$ cat config.mk
export PLATFORM = sky130hd
export DESIGN_NAME = rf_mp
export DESIGN_NICKNAME = d
export VERILOG_FILES = /design/src/rtl/rf_mp.sv
export SDC_FILE = /design/constraint.sdc
export NUM_CORES = 1
export LEC_CHECK = 0
export ABC_AREA = 1
export CAP_MARGIN = 20
export CORE_MARGIN = 2
export CORE_UTILIZATION = 35
export CTS_CLUSTER_DIAMETER = 50
export CTS_CLUSTER_SIZE = 30
export DETAILED_ROUTE_END_ITERATION = 8
export DONT_BUFFER_PORTS = 1
export PLACE_DENSITY = 0.53
export SETUP_SLACK_MARGIN = 0.1
export SYNTH_ARGS = -nofsm -noshare
export SYNTH_HDL_FRONTEND = slang
export SYNTH_SLANG_ARGS = --single-unit
$ cat constraint.sdc
create_clock -name clk -period 1.4 [get_ports clk]
set_input_delay 0.14 -clock clk [delete_from_list [all_inputs] [get_ports clk]]
set_output_delay 0.14 -clock clk [all_outputs]
set_load 0.1 [all_outputs]
$ cat src/rtl/rf_mp.sv
// rf_mp: parametrised multi-ported register file with bypass, read hold and pending scoreboard
module rf_mp #(
  parameter int DATA_W   = 16,
  parameter int ADDR_W   = 4,
  parameter int NUM_RD   = 2,
  parameter int ZERO_REG = 1
) (
  input  logic                     clk,
  input  logic                     rst_n,
  input  logic [NUM_RD*ADDR_W-1:0] rd_addr,
  input  logic [NUM_RD-1:0]        rd_en,
  output logic [NUM_RD*DATA_W-1:0] rd_data,
  output logic [NUM_RD-1:0]        rd_pend,
  input  logic                     we0,
  input  logic                     we1,
  input  logic [ADDR_W-1:0]        wa0,
  input  logic [ADDR_W-1:0]        wa1,
  input  logic [DATA_W-1:0]        wd0,
  input  logic [DATA_W-1:0]        wd1,
  input  logic                     pend_set,
  input  logic [ADDR_W-1:0]        pend_addr
);
  localparam int DEPTH = 1 << ADDR_W;
  logic [DATA_W-1:0] mem [DEPTH];
  logic [DEPTH-1:0] pend, pend_nxt;
  logic w0, w1, ps;
  // drop writes and pend_set aimed at a hardwired zero register
  always_comb begin
    w0 = we0 && !(ZERO_REG != 0 && wa0 == '0);
    w1 = we1 && !(ZERO_REG != 0 && wa1 == '0);
    ps = pend_set && !(ZERO_REG != 0 && pend_addr == '0);
  end
  // commit writes; port 1 is assigned last so it wins an address collision
  always_ff @(posedge clk or negedge rst_n)
    if (!rst_n) for (int j = 0; j < DEPTH; j++) mem[j] <= '0;
    else begin
      if (w0) mem[wa0] <= wd0;
      if (w1) mem[wa1] <= wd1;
    end
  // completing writes clear, then a newly issued producer sets and supersedes them
  always_comb begin
    pend_nxt = pend;
    if (we0) pend_nxt[wa0] = 1'b0;
    if (we1) pend_nxt[wa1] = 1'b0;
    if (ps) pend_nxt[pend_addr] = 1'b1;
  end
  // scoreboard register
  always_ff @(posedge clk or negedge rst_n)
    if (!rst_n) pend <= '0;
    else pend <= pend_nxt;
  for (genvar i = 0; i < NUM_RD; i++) begin : g_rd
    logic [ADDR_W-1:0] a;
    logic z, h0, h1;
    logic [DATA_W-1:0] live, hold;
    assign a = rd_addr[i*ADDR_W +: ADDR_W];
    assign z = ZERO_REG != 0 && a == '0;
    assign h0 = we0 && wa0 == a;
    assign h1 = we1 && wa1 == a;
    assign live = z ? '0 : h1 ? wd1 : h0 ? wd0 : mem[a];
    // hold whatever this port presented on its last enabled cycle
    always_ff @(posedge clk or negedge rst_n)
      if (!rst_n) hold <= '0;
      else if (rd_en[i]) hold <= live;
    assign rd_data[i*DATA_W +: DATA_W] = !rst_n ? '0 : rd_en[i] ? live : hold;
    assign rd_pend[i] = rst_n && pend[a] && !h0 && !h1 && !z;
  end
endmodule

# Word-level counts from Yosys, hierarchy flattened
# Cells that the tools add are included.
dict set report op_classes {
  n_lt_le_gt_ge 14
  n_eq_ne 4
  mux 37
  bitwise_logic 9
  n_reduce_logical 34
}
# cell n
set op_table {}
lappend op_table {{256-bit bitwise mux} 2}
lappend op_table {{256-bit 2-to-1 mux} 2}
lappend op_table {{16-bit 2-to-1 mux} 19}
lappend op_table {{16-bit binary-select mux with 4-bit select} 2}
lappend op_table {{16-bit demux with 4-bit select} 2}
lappend op_table {{16-bit bitwise AND} 2}
lappend op_table {{16-bit NOT} 2}
lappend op_table {{4-bit by 5-bit < comparator with 1-bit output (second input constant)} 5}
lappend op_table {{5-bit >= comparator (second input constant)} 4}
lappend op_table {{1-bit logical AND} 20}
lappend op_table {{4-bit zero test} 5}
lappend op_table {{4-bit NOT with 5-bit output} 4}
lappend op_table {{4-bit == test} 4}
lappend op_table {{16-bit bitwise OR} 1}
lappend op_table {{1-bit demux with 4-bit select} 3}
lappend op_table {{4-bit by 1-bit >= comparator with 1-bit output (second input constant)} 3}
lappend op_table {{5-bit by 1-bit < comparator with 1-bit output (second input constant)} 2}
lappend op_table {{1-bit zero test} 9}
lappend op_table {{1-bit binary-select mux with 4-bit select} 2}
lappend op_table {{1-bit 2-to-1 mux} 5}
dict set report totals {
  ff_bits 304
  input_bits 59
  output_inout_bits 34
  wordCells 117
}

# Depth between registers and ports, before layout
dict set report logic_depth {
  word_depth 11
  ltp_mapped 13
  ltp_nobuf 11
}

# Worst setup path before layout
# OpenSTA, ideal clock, no wires.
dict set report synth_timing {
  kind {input-to-output}
  startpoint {input rd_addr[0]}
  endpoint {output rd_pend[0]}
  t_arrival_ns 3.284
  required_time_ns 1.260
  path_slack_ns -2.024
  path_stages 9
  path_buffers 3
  path_cell_list {buf_4 -> buf_2 -> clkbuf_1 -> o21ai_0 -> o21ai_0 -> nand2_1 -> nand2_1 -> nor2_1 -> a211oi_1}
}
dict set report synth_between {
  elab_chain_cells 6
}
# element line
set synth_lines {}
lappend synth_lines {{from (decl)} 10} ;# input logic [NUM_RD*ADDR_W-1:0] rd_addr,
lappend synth_lines {{1-bit binary-select mux with 4-bit select or 4-bit == test (tied branches)} {65, 57}}
lappend synth_lines {{1-bit 2-to-1 mux (not written as such) or 1-bit logical AND (tied branches)} {65, 57}}
lappend synth_lines {{1-bit logical AND or 1-bit zero test (tied branches)} 65} ;# assign rd_pend[i] = rst_n && pend[a] && !h0 && !h1 && !z;
lappend synth_lines {{1-bit logical AND (2 in a row)} 65}
lappend synth_lines {{1-bit logical AND (*)} 65}
lappend synth_lines {{to (decl)} 13} ;# output logic [NUM_RD-1:0] rd_pend,
# Mark *: on every way between the ends. The rest lies on a longest branch, timed or not. The select of a mux whose other input is x is not followed.

# Worst setup path after layout
dict set report layout_timing {
  startpoint {register pend[1]}
  endpoint {output rd_pend[1]}
}
dict set report layout_between {
  elab_chain_cells 6
}
# element line
set layout_lines {}
lappend layout_lines {{from (decl)} 25} ;# logic [DEPTH-1:0] pend, pend_nxt;
lappend layout_lines {{from (signal assigned)} 50} ;# else pend <= pend_nxt;
lappend layout_lines {{1-bit binary-select mux with 4-bit select} 65}
lappend layout_lines {{1-bit 2-to-1 mux (not written as such)} 65}
lappend layout_lines {{1-bit logical AND (4 in a row)} 65}
# Every way passes these cells. The select of a mux whose other input is x is not followed.

==> flow_metrics.py <==
metrics = {
    "floorplan": {
        "pin_count": 93,
        "die-area_mm2": 0.0589,
        "die_h_um": 243,
        "coreArea_mm2": 0.0564,
        "num_rows": 87,
        "initial_utilization_pct": 35.4,
        "die_x_um": 243,
    },
    "global_routing": {
        "grt_start_max_net_pins": 308,
        "grt_pass1_wl_mm": 143,
        "track_usage_pct": 31.9,
        "antenna_found_initial": 3,
        "overflow": 0,
        "grt_pass1_vias": 22200,
    },
    "logic_synthesis": {
        "ys_ff_latch": 304,
        "synth_top_area_share_pct": 38.2,
        "async_flop_share_pct": 100,
        "yosysWarnings": 0,
        "synth-main-ff-cell": "dfrtp_1",
        "syn_avg_cell_area_um2": 6.81,
        "yosysSeqAreaShare_pct": 38.2,
        "syn_area_mm2": 0.0199,
        "yosysTopAreaCell": "dfrtp_1",
        "synth_area_leaders": "dfrtp_1 (38%), nand2_1 (13%), o21ai_0 (12%)",
        "synth-edff-count": 0,
        "synth_cells": 2928,
        "syn_nets": 2987,
        "synth_cell_types": 38,
    },
    "final_layout": {
        "finalNetCount": 3245,
        "n_fill_cell": 5562,
        "area_growth_pct": 40.0,
        "drive_gt1_share_pct": 30.5,
        "utilization_pct": 49.5,
        "multi_input_area_mm2": 0.0121,
        "layout_commonest_cell": "nand2_1",
        "mostFrequentLayoutCells": "nand2_1 (545), o21ai_0 (358), buf_4 (314)",
        "seq_area_mm2": 0.00761,
        "stdcell_count": 3976,
    },
    "clock_tree": {
        "clkSinkCount": 304,
        "path_clk_slew_ns": 0.07,
        "numCtsBuffers": 41,
        "cts_tree": "built",
        "clockBufferDepth": 3,
        "htreeDepth": 2,
        "cts_root_buffer": "clkbuf_16",
        "clk_latency_ns": 0.58,
    },
    "sta": {
        "hold_viol": 319,
        "worst_slack_ns": -1.08,
        "hold_ws_ns": -0.693,
        "setup_viol": 40,
        "min_period_over_period_pct": 177,
        "drv_slew": 0,
        "fmax_ghz": 0.403,
        "skew_ns": 0.0132,
        "tightest_slew_ns": 1.11,
        "rsz0062_at_grt": "true",
        "slew_headroom_pct": 25.7,
        "period_needed_ns": 2.48,
    },
    "outcome": {
        "status": "complete, but fails checks",
        "violations": "hold timing, setup timing",
    },
    "drt": {
        "vias_per_cell": 5.76,
        "drt-initial-drc-count": 2676,
        "ant_nets": 0,
        "dr.pass1.iters": 6,
        "drc": 0,
        "vias": 22900,
        "wl_mm": 95.4,
        "wire_per_inst_um": 24.0,
    },
    "critical_path": {
        "cp-start-kind": "flip-flop",
        "cpMostUsedCell": "o21ai_1",
        "slowest_delay_ns": 0.36,
        "worstPathRequired_ns": 1.26,
        "end_kind": "primary output",
        "path_max_fanout": 2,
        "worst-path-stages": 9,
        "crit_path_start": "pend[1]",
        "crit_chain": "inv_2, a21oi_2, o21ai_1, o211ai_1, o21ai_1, o21ai_2, buf_4, nor3b_4, buf_12",
        "reg2reg_depth": 16,
        "crit_family": "compound AO/OA/AOI/OAI gates",
        "r2r_end": "mem[202]",
        "slowest_stage": "dfrtp_1",
        "ff2ff_setup_slack_ns": -0.58,
        "worstPathBufferInverterCount": 3,
        "critPathKind": "flip-flop to primary output",
        "rr_startpoint": "mem[202]",
        "worst_ep_arrival_time_ns": 2.34,
        "endpoint": "rd_pend[1]",
    },
    "power": {
        "ir_drop_mv": 0.959,
        "finalPower_w": 0.0358,
        "p_per_area_mw_per_mm2": 1280,
        "p_leak_nw": 13.1,
    },
    "placement": {
        "gp_congestion": 0.918,
        "place.port_buffers": 0,
        "dp_cells": 3798,
        "hpwlAfterDp_mm": 60.6,
        "place_ws_ns": -0.637,
    },
    "min_path": {
        "hp-class": "primary input to async pin",
    },
    "run": {
        "cap_violations": 0,
    },
}
## layer usage
metal | vias up | part of all wire, % | global-route usage [%]
li1 | 10400 | - | -
met1 | 11000 | 41 | 43.0
met2 | 1192 | 44 | 48.9
met3 | 283 | 9.6 | 6.00
met4 | 2 | 5.5 | 16.3
met5 | - | 0.012 | 0
## metrics by stage
| stage | TNS (ns) | cell area [µm²] |
|---|---|---|
| finish | -29.17 | 27900 |
| global route | -32.67 | 27900 |
| CTS | -42.03 | 27200 |
| detailed placement | -29.82 | 24000 |
| global placement | -27.84 | 24000 |
| floorplan | -13.99 | 20600 |
## report_power, final
group | leakage [nW] | internal (W) | switching, W
clock network | 0.672 | 0.00650 | 0.00467
logic | 8.82 | 0.00585 | 0.00699
registers | 3.60 | 0.0108 | 0.00106
## sequential cells by signal, indices dropped and copies added (netlist names)
name       flops
mem          256
g_rd.hold     32
pend          16
## what timing repair did
| item | in CTS | in global routing |
|---|---|---|
| hold endpoints to repair | 591 | 321 |
| setup buffers | 40 | 23 |
| cloned | 0 | 0 |
| hold buffers | 51 | 2 |
| pin swaps | 211 | 139 |
| gates resized for setup | 368 | 218 |
| endpoints found under the setup margin | 66 | 150 |
## cell families (layout without fill, tap and decap cells)
kind of cell	after synthesis	after routing	share of synthesized area [%]
compound gates	1018	1018	28.2
other cells	0	4	0
flops	304	304	38.2
simple gates	1069	1069	22.4
xor+xnor	2	2	0.0879
buf+inv	535	823	11.1
## cell usage after synthesis (4+ instances only)
master,number
nand2_2,4
buf_4,11
o21ai_0,473
inv_2,16
o211ai_1,171
nand4_1,23
nor3_1,18
o22ai_1,13
buf_1,18
buf_2,71
o21ai_1,16
nor2_4,4
clkbuf_1,159
a31oi_1,18
nand3_1,191
buf_6,9
inv_1,247
a21oi_1,305
nor3_2,4
nand2_1,685
o21a_1,16
dfrtp_1,304
nor2_1,132
## worst min-delay path by stage
stage,startpoint,endpoint,cells after the start
floorplan,rst_n,g_rd[0].hold[0],0
global placement,rst_n,mem[248],0
detailed placement,rst_n,mem[84],0
CTS,rst_n,pend[9],0
global route,rst_n,mem[236],0
finish,rst_n,mem[172],0
## area by class of cell
cell class	count	area share, %
clock inverter	29	1.23
timing repair buffer	483	17.4
inverter	267	3.65
multi-input combinational	2089	43.2
clock buffer	44	3.79
sequential	304	27.3
tap	756	3.39
antenna	4	0.0359
No activity file was read; power rests on OpenSTA's default activity.
